<file path="config.mk">
export PLATFORM = sky130hd
export DESIGN_NAME = uart_core_param
export DESIGN_NICKNAME = d
export VERILOG_FILES = /design/src/rtl/uart_core_param.sv
export SDC_FILE = /design/constraint.sdc
export NUM_CORES = 1
export LEC_CHECK = 0
export BUFFER_PORTS_ARGS = -buffer_cell sky130_fd_sc_hd__buf_4
export CELL_PAD_IN_SITES_DETAIL_PLACEMENT = 1
export CELL_PAD_IN_SITES_GLOBAL_PLACEMENT = 2
export CORE_ASPECT_RATIO = 1.4
export CORE_MARGIN = 1.5
export CORE_UTILIZATION = 41
export DETAILED_ROUTE_END_ITERATION = 8
export GPL_TIMING_DRIVEN = 0
export PLACE_DENSITY_LB_ADDON = 0.1
export SYNTH_ARGS = -nofsm -noshare
export SYNTH_HDL_FRONTEND = slang
export SYNTH_SLANG_ARGS = --single-unit
</file>
<file path="constraint.sdc">
create_clock -name CLK -period 6.4 [get_ports CLK]
set_input_delay 0 -clock CLK [delete_from_list [all_inputs] [get_ports CLK]]
set_output_delay 0 -clock CLK [all_outputs]
set_load 0.005 [all_outputs]
</file>
<file path="src/rtl/uart_core_param.sv">
// uart_core_param: single-clock UART transceiver with internal baud tick, ready/valid TX and majority-vote RX
module uart_core_param #(
    parameter int DATA_WIDTH = 8,
    parameter int PRESCALE_W = 6,
    parameter int DIV_W      = 16
) (
    input  logic                  CLK,
    input  logic                  RST,
    input  logic [DIV_W-1:0]      baud_div,
    input  logic [PRESCALE_W-1:0] prescale,
    input  logic                  par_en,
    input  logic                  par_typ,
    input  logic                  stop2,
    input  logic [DATA_WIDTH-1:0] tx_data,
    input  logic                  tx_valid,
    output logic                  tx_ready,
    output logic                  tx_out,
    output logic                  busy,
    input  logic                  rx_in,
    output logic [DATA_WIDTH-1:0] rx_data,
    output logic                  rx_valid,
    output logic                  par_err,
    output logic                  stp_err
);
    localparam logic [DIV_W-1:0]      D1 = 1;
    localparam logic [PRESCALE_W-1:0] P1 = 1;
    localparam logic [3:0]            DW = 4'(DATA_WIDTH);

    typedef enum logic [2:0] {TX_IDLE, TX_WAIT, TX_START, TX_DATA, TX_PAR, TX_STOP1, TX_STOP2} tx_state_t;
    typedef enum logic [2:0] {RX_IDLE, RX_START, RX_DATA, RX_PAR, RX_STOP} rx_state_t;

    logic [DIV_W-1:0]      tick_cnt, div_max;
    logic                  tick;
    tx_state_t             tx_state, tx_next;
    logic [PRESCALE_W-1:0] tx_ps, tx_tcnt;
    logic                  tx_pe, tx_s2, tx_par, tx_end, tx_obit;
    logic [DATA_WIDTH-1:0] tx_sh;
    logic [3:0]            tx_bit;
    rx_state_t             rx_state, rx_next;
    logic [1:0]            rx_sync;
    logic                  rx_s, rx_pe, rx_pt, rx_pbit, smp_a, smp_b, vote, rx_vote, rx_end, stop_v, perr;
    logic [PRESCALE_W-1:0] rx_ps, rx_tcnt, rx_half;
    logic [DATA_WIDTH-1:0] rx_sh;
    logic [3:0]            rx_cnt;

    assign div_max = (baud_div == '0) ? D1 : baud_div;
    assign tick    = tick_cnt >= div_max - D1;

    always_ff @(posedge CLK or negedge RST) begin
        if (!RST) tick_cnt <= '0;
        else      tick_cnt <= tick ? '0 : tick_cnt + D1;
    end

    assign tx_end   = tick && tx_tcnt == tx_ps - P1;
    assign tx_ready = tx_state == TX_IDLE;
    assign busy     = !tx_ready;

    always_comb begin
        tx_next = tx_state;
        case (tx_state)
            TX_IDLE:  tx_next = tx_valid ? TX_WAIT : TX_IDLE;
            TX_WAIT:  tx_next = tick ? TX_START : TX_WAIT;
            TX_START: tx_next = tx_end ? TX_DATA : TX_START;
            TX_DATA:  tx_next = (tx_end && tx_bit == DW - 4'd1) ? (tx_pe ? TX_PAR : TX_STOP1) : TX_DATA;
            TX_PAR:   tx_next = tx_end ? TX_STOP1 : TX_PAR;
            TX_STOP1: tx_next = tx_end ? (tx_s2 ? TX_STOP2 : TX_IDLE) : TX_STOP1;
            TX_STOP2: tx_next = tx_end ? TX_IDLE : TX_STOP2;
            default:  tx_next = TX_IDLE;
        endcase
        // the shift happens on the same edge, so the next data bit is tx_sh[1]
        tx_obit = tx_next == TX_START ? 1'b0 :
                  tx_next == TX_DATA  ? ((tx_state == TX_DATA && tx_end) ? tx_sh[1] : tx_sh[0]) :
                  tx_next == TX_PAR   ? tx_par : 1'b1;
    end

    always_ff @(posedge CLK or negedge RST) begin
        if (!RST) begin
            tx_state <= TX_IDLE;
            tx_out   <= 1'b1;
            tx_sh    <= '0;
            tx_bit   <= '0;
            tx_tcnt  <= '0;
            tx_ps    <= '0;
            tx_pe    <= 1'b0;
            tx_s2    <= 1'b0;
            tx_par   <= 1'b0;
        end else begin
            tx_state <= tx_next;
            tx_out   <= tx_obit;
            if (tx_state == TX_IDLE && tx_valid) begin
                tx_sh  <= tx_data;
                tx_par <= ^tx_data ^ par_typ;
                tx_pe  <= par_en;
                tx_s2  <= stop2;
                tx_ps  <= prescale;
            end
            if (tx_state == TX_START) tx_bit <= '0;
            if (tx_state == TX_DATA && tx_end) begin
                tx_sh  <= tx_sh >> 1;
                tx_bit <= tx_bit + 4'd1;
            end
            if (tick) tx_tcnt <= (tx_state == TX_WAIT || tx_end) ? '0 : tx_tcnt + P1;
        end
    end

    assign rx_s    = rx_sync[1];
    assign rx_half = rx_ps >> 1;
    assign rx_vote = tick && rx_tcnt == rx_half + P1;
    assign rx_end  = tick && rx_tcnt == rx_ps - P1;
    assign vote    = (smp_a & smp_b) | (smp_a & rx_s) | (smp_b & rx_s);
    assign stop_v  = rx_vote && rx_state == RX_STOP;
    assign perr    = rx_pe && (rx_pbit != (^rx_sh ^ rx_pt));

    always_comb begin
        rx_next = rx_state;
        case (rx_state)
            RX_IDLE:  rx_next = rx_s ? RX_IDLE : RX_START;
            RX_START: rx_next = (rx_vote && vote) ? RX_IDLE : rx_end ? RX_DATA : RX_START;
            RX_DATA:  rx_next = (rx_end && rx_cnt == DW) ? (rx_pe ? RX_PAR : RX_STOP) : RX_DATA;
            RX_PAR:   rx_next = rx_end ? RX_STOP : RX_PAR;
            RX_STOP:  rx_next = rx_vote ? RX_IDLE : RX_STOP;
            default:  rx_next = RX_IDLE;
        endcase
    end

    always_ff @(posedge CLK or negedge RST) begin
        if (!RST) begin
            rx_sync  <= 2'b11;
            rx_state <= RX_IDLE;
            rx_tcnt  <= '0;
            rx_cnt   <= '0;
            rx_ps    <= '0;
            rx_pe    <= 1'b0;
            rx_pt    <= 1'b0;
            rx_pbit  <= 1'b0;
            smp_a    <= 1'b1;
            smp_b    <= 1'b1;
            rx_sh    <= '0;
            rx_data  <= '0;
            rx_valid <= 1'b0;
            par_err  <= 1'b0;
            stp_err  <= 1'b0;
        end else begin
            rx_sync  <= {rx_sync[0], rx_in};
            rx_state <= rx_next;
            // config tracks the inputs while idle, freezing at the start edge
            if (rx_state == RX_IDLE) begin
                rx_tcnt <= '0;
                rx_cnt  <= '0;
                rx_ps   <= prescale;
                rx_pe   <= par_en;
                rx_pt   <= par_typ;
            end else if (tick) begin
                rx_tcnt <= rx_end ? '0 : rx_tcnt + P1;
            end
            if (tick && rx_tcnt == rx_half - P1) smp_a <= rx_s;
            if (tick && rx_tcnt == rx_half) smp_b <= rx_s;
            if (rx_vote && rx_state == RX_DATA) begin
                rx_sh  <= {vote, rx_sh[DATA_WIDTH-1:1]};
                rx_cnt <= rx_cnt + 4'd1;
            end
            if (rx_vote && rx_state == RX_PAR) rx_pbit <= vote;
            rx_valid <= stop_v && vote && !perr;
            par_err  <= stop_v && perr;
            stp_err  <= stop_v && !vote;
            if (stop_v && vote && !perr) rx_data <= rx_sh;
        end
    end
endmodule

</file>
After elaboration in Yosys (flattened, before gate mapping) --
Cells that the tools add are included.
Word-level totals: register bits after elaboration 92, output and inout port bits 14, logic and storage cells 129
Operators by class: add/sub/neg operators 10, $lt $le $gt $ge 1, equality and inequality tests 21, mux-type cells 34, bitwise gates (word level) 7, reduce and logical (&&, ||, !) cells 31
Operators by type and width (count):
- $mux W16 | 2
- $eq A6 B6 Y1 | 4
- $mux W3 | 8
- $mux W6 | 4
- $pmux W3 S7 | 1
- $eq A3 B2 Y1 const B | 6
- $logic_and A1 B1 Y1 | 18
- $add A16 B1 Y16 const B | 1
- $ge A16 B16 Y1 | 1
- $logic_not A16 Y1 | 1
- $mux W4 | 4
- $mux W8 | 2
- $reduce_xor A8 Y1 | 2
- $sub A16 B1 Y16 const B | 1
- $eq A3 B3 Y1 const B | 5
- $pmux W3 S5 | 1
- $add A6 B1 Y6 const B | 2
- $sub A6 B1 Y6 const B | 2
- $mux W1 | 9
- $add A4 B1 Y4 const B | 2
- $reduce_bool A2 Y1 | 4
- $add A5 B1 Y6 const B | 1
- $eq A3 B1 Y1 const B | 2
- $eq A6 B5 Y1 | 1
- 11 further kinds | 20

Longest topological paths before layout --
depth after elaboration 12, mapped depth 20, depth with buffers taken out 19

Least setup slack after synthesis --
OpenSTA, ideal clock, no wires.
path type input to register, start point in baud_div[11], end point reg rx_sh[4], library setup time 0.125 ns, data arrival time 3.704 ns, data required time 6.275 ns, path slack 2.572 ns, cell stages on the path 18, cell sequence or3_1 nor4_1 and3b_1 a21oi_1 ha_1 nand2b_1 nand2b_1 nor4_1 xnor2_1 ha_1 nand4_1 nor2_1 a211o_1 a311oi_1 nor3_2 nand2_1 clkbuf_1 mux2_2
On the way: cells in the longest elaborated chain, start to end 6
RTL lines:
- from (decl) | line 9 | input logic [DIV_W-1:0] baud_div,
- $logic_not A16 Y1 | line 46 | assign div_max = (baud_div == '0) ? D1 : baud_div;
- $mux W16 (*) | line 46
- $sub A16 B1 Y16 (*) | line 47 | assign tick = tick_cnt >= div_max - D1;
- $ge A16 B16 Y1 (*) | line 47
- $logic_and A1 B1 Y1 (*) | line 108 | assign rx_vote = tick && rx_tcnt == rx_half + P1;
- $logic_and A1 B1 Y1 (*) | line 158 | if (rx_vote && rx_state == RX_DATA) begin
- to (signal assigned) | line 159 | rx_sh <= {vote, rx_sh[DATA_WIDTH-1:1]};
- to (decl) | line 43 | logic [DATA_WIDTH-1:0] rx_sh;
Every way passes the cells marked *; elsewhere a longest branch is shown, timed or not. A chain may end at the register's enable or synchronous reset.

Final worst setup path --
start point in baud_div[11], end point reg rx_sh[6]
Same word-level chain as after synthesis.

==> results.toml <==
[logic_synthesis]
synth_top_area_cell = "dfrtp_1"
netlist.area_leader.share = 0.396
synth_nets = 646
synth.avg_cell_area_um2 = 9.45
netlist_area_um2 = 5490
synth_top_flop_cell = "dfrtp_1"
yosysMostFrequentCell = "dfrtp_1"
netlist_instances = 581
yosysSeqAreaShare = 0.420
synth_edf_count = 0
ys_async_sr_fraction = 1.00
ys_top_cells_by_area = "dfrtp_1 (40%), xnor2_1 (8.5%), ha_1 (6.4%), nand2_1 (5.5%), mux2_2 (4.3%)"
ys_warn_count = 0
synth_common_cells = "dfrtp_1 (87), nand2_1 (80), xnor2_1 (53)"
synth_cell_types = 60
ys_seq_elements = 92

[critical_path]
cp.required_ns = 6.63
critPathLaunchType = "primary input"
cp.arrival_ns = 4.86
path_max_fanout = 10
criticalPathCategory = "in -> reg"
worstSetupEndpointType = "flop"
reg2reg_slack_ns = 2.79

[clock_network]
clk_latency_ns = 0.35
clk_pin_slew_ns = 0.07
cts_buffers = 9
cts_sinks = 92
cts_root_buf = "clkbuf_16"
cts_max_level = 3
cts_tree = "yes"
cts_resized = 0
ctsLongestPathBuffers = 2

[placement]
dpl.hpwl_um = 10200
io_buffers = 50
gp_congestion = 0.842
place_area_um2 = 6090

[timing]
setup_viol = 0
fin_crit_sh = 0.723
tightest_slew_ns = 1.20
hold_slack_ns = 0.212
grt_setup_unrepaired = "no"
tns_ns = 0
report.final.slew_viol_count = 0
max_slew_margin = 0.198
min_period_ns = 4.63
fmax_mhz = 216
hold_viol_final = 0
fin_skew_ns = 0.00944

[floorplan]
dieHeight_um = 140
start_util = 0.425
die_area_um2 = 14100
io_pins = 51
rows = 49
die_w_um = 101
core_um2 = 12900

[finish]
ff_latch_area_um2 = 2310
antenna_cells = 0
post-route-util = 0.509
drive_gt1_frac = 0.150
final_nets = 726
fillers = 1492
syn_to_final_growth_pct = 20.0
design_area_um2 = 6590
multiInputGateArea_um2 = 3000

[grt]
gr-usage-all-layers = 0.215
antenna_found_initial = 0
grt_max_degree = 93
grt_overflow = 0
grt_pass1_wl_um = 24000
grt_pass1_vias = 4928

[power]
p_int_mw = 1.25
p_comb_frac = 0.321
pwr-share-clk = 0.284
power.density_nw_per_um2 = 299
switchingPower_mw = 0.718
p_sw_frac = 0.365
pwr-share-seq = 0.395
irDropWorstVdd_uv = 177
p_leak_nw = 3.03

[min_path]
hp-class = "in -> reg"

[routing]
firstDrtPassIters = 4
routed_wl_um = 14200
via_count = 4554
drt-wirelength-per-cell_um = 16.8
via_per_inst = 5.40
drt_iter0_drc = 112
ant_nets = 0
drc = 0

[job]
drv_cap = 0

[status]
status = "completed"
-- timing repair --
item                                    CTS  global route
hold buffers                             19             0
hold endpoints to repair                112             0
buffers inserted                          0             0
endpoints found under the setup margin    0             0
-- critical path: stages --
cell and delay, ns:
buf_4 0.11, or3_1 0.42, nor4_1 0.26, and3b_1 0.25, a21oi_1 0.11, ha_1 0.22, nand2b_1 0.16, nand2b_1 0.18
nor4_1 0.08, xnor2_1 0.27, ha_1 0.30, o21ai_0 0.16, nor2_1 0.06, a211o_1 0.28, a311oi_1 0.68, nor3_2 0.22
nand2_1 0.31, clkbuf_1 0.40, mux2_2 0.39
-- through the flow --
| stage | worst slack, ns | total power [mW] | std cells |
|---|---|---|---|
| 6_report | 1.77 | 1.97 | 844 |
| 5_1_grt | 1.36 | 2.11 | 844 |
| 4_1_cts | 1.66 | 1.99 | 844 |
| 3_5_place_dp | 1.31 | 1.41 | 809 |
| 3_3_place_gp | 1.40 | 1.37 | 809 |
| 2_1_floorplan | 2.57 | 1.21 | 581 |
-- routing by layer --
| layer | global-route usage | up-vias | part of all wire |
|---|---|---|---|
| li1 | - | 2185 | - |
| met1 | 0.245 | 2300 | 0.40 |
| met2 | 0.408 | 48 | 0.56 |
| met3 | 0.0254 | 21 | 0.017 |
| met4 | 0.0712 | 0 | 0.021 |
| met5 | 0 | - | 0 |
-- sequential cells by signal, indices dropped and copies added (netlist names), 2 cells and up --
| register | cells |
|---|---|
| rx_data | 8 |
| tx_ps | 6 |
| rx_cnt | 4 |
| rx_ps | 6 |
| tick_cnt | 16 |
| tx_bit | 4 |
| rx_state | 3 |
| rx_sh | 8 |
| rx_sync | 2 |
| tx_tcnt | 6 |
| rx_tcnt | 6 |
| tx_state | 3 |
| tx_sh | 8 |
-- cell usage in the layout (no fill, tap or decap), types with 7 or more instances in the layout --
master         Yosys  final
ha_1              28     28
nand4_1            9      9
clkbuf_16          0      9
inv_1             23     23
a21oi_1            9      9
dlygate4sd3_1      0     19
nor2b_1            7      7
xnor2_1           53     53
nand2b_1           8      8
xor2_1            18     18
dfrtp_1           87     87
buf_4              1     51
a22o_1             7      7
clkbuf_1          16     16
and3_1             7      7
mux2_2            21     21
nor3_1            13     13
o21ai_0           26     26
nor2_1            49     49
nand3_1           24     24
nand2_1           80     80
-- cells by family (layout without fill, tap and decap cells) --
family / after synthesis / in the layout / synth area share
xor gates and xnor gates: 71 / 71 / 0.113
AOI/OAI and AO/OA: 89 / 89 / 0.113
muxes: 25 / 25 / 0.0506
adders and majority gates: 29 / 29 / 0.0656
DFF: 92 / 92 / 0.420
and+or+nand+nor: 231 / 231 / 0.203
buffers and inverters: 44 / 129 / 0.0337
-- area by class of cell --
class                           instances  share of cell area
Multi-Input combinational cell        445               0.455
Sequential cell                        92               0.350
Timing Repair Buffer                   69              0.0858
Clock buffer                            9              0.0342
Tap cell                              178              0.0338
Buffer                                 21              0.0150
Inverter                               23              0.0131
Clock inverter                          7              0.0125
-- power groups by stage --
stage | clock (mW) | combinational [mW] | sequential [mW]
after floorplan | 0 | 0.460 | 0.749
after global placement | 0 | 0.593 | 0.781
after detailed placement | 0 | 0.623 | 0.787
after CTS | 0.573 | 0.638 | 0.778
after global routing | 0.595 | 0.717 | 0.794
final | 0.559 | 0.633 | 0.777
-- final timing paths --
check	depth (start not counted)	endpoint	startpoint
min reg2reg	0	rx_sync[1]	rx_sync[0]
max reg2reg	9	rx_sh[6]	tick_cnt[6]
max in group asynchronous	2	rx_cnt[0]	RST
max	19	rx_sh[6]	baud_div[11]
min	4	tx_ps[5]	tx_valid
min in group asynchronous	2	tick_cnt[9]	RST
(Power assumes the default switching activity.)
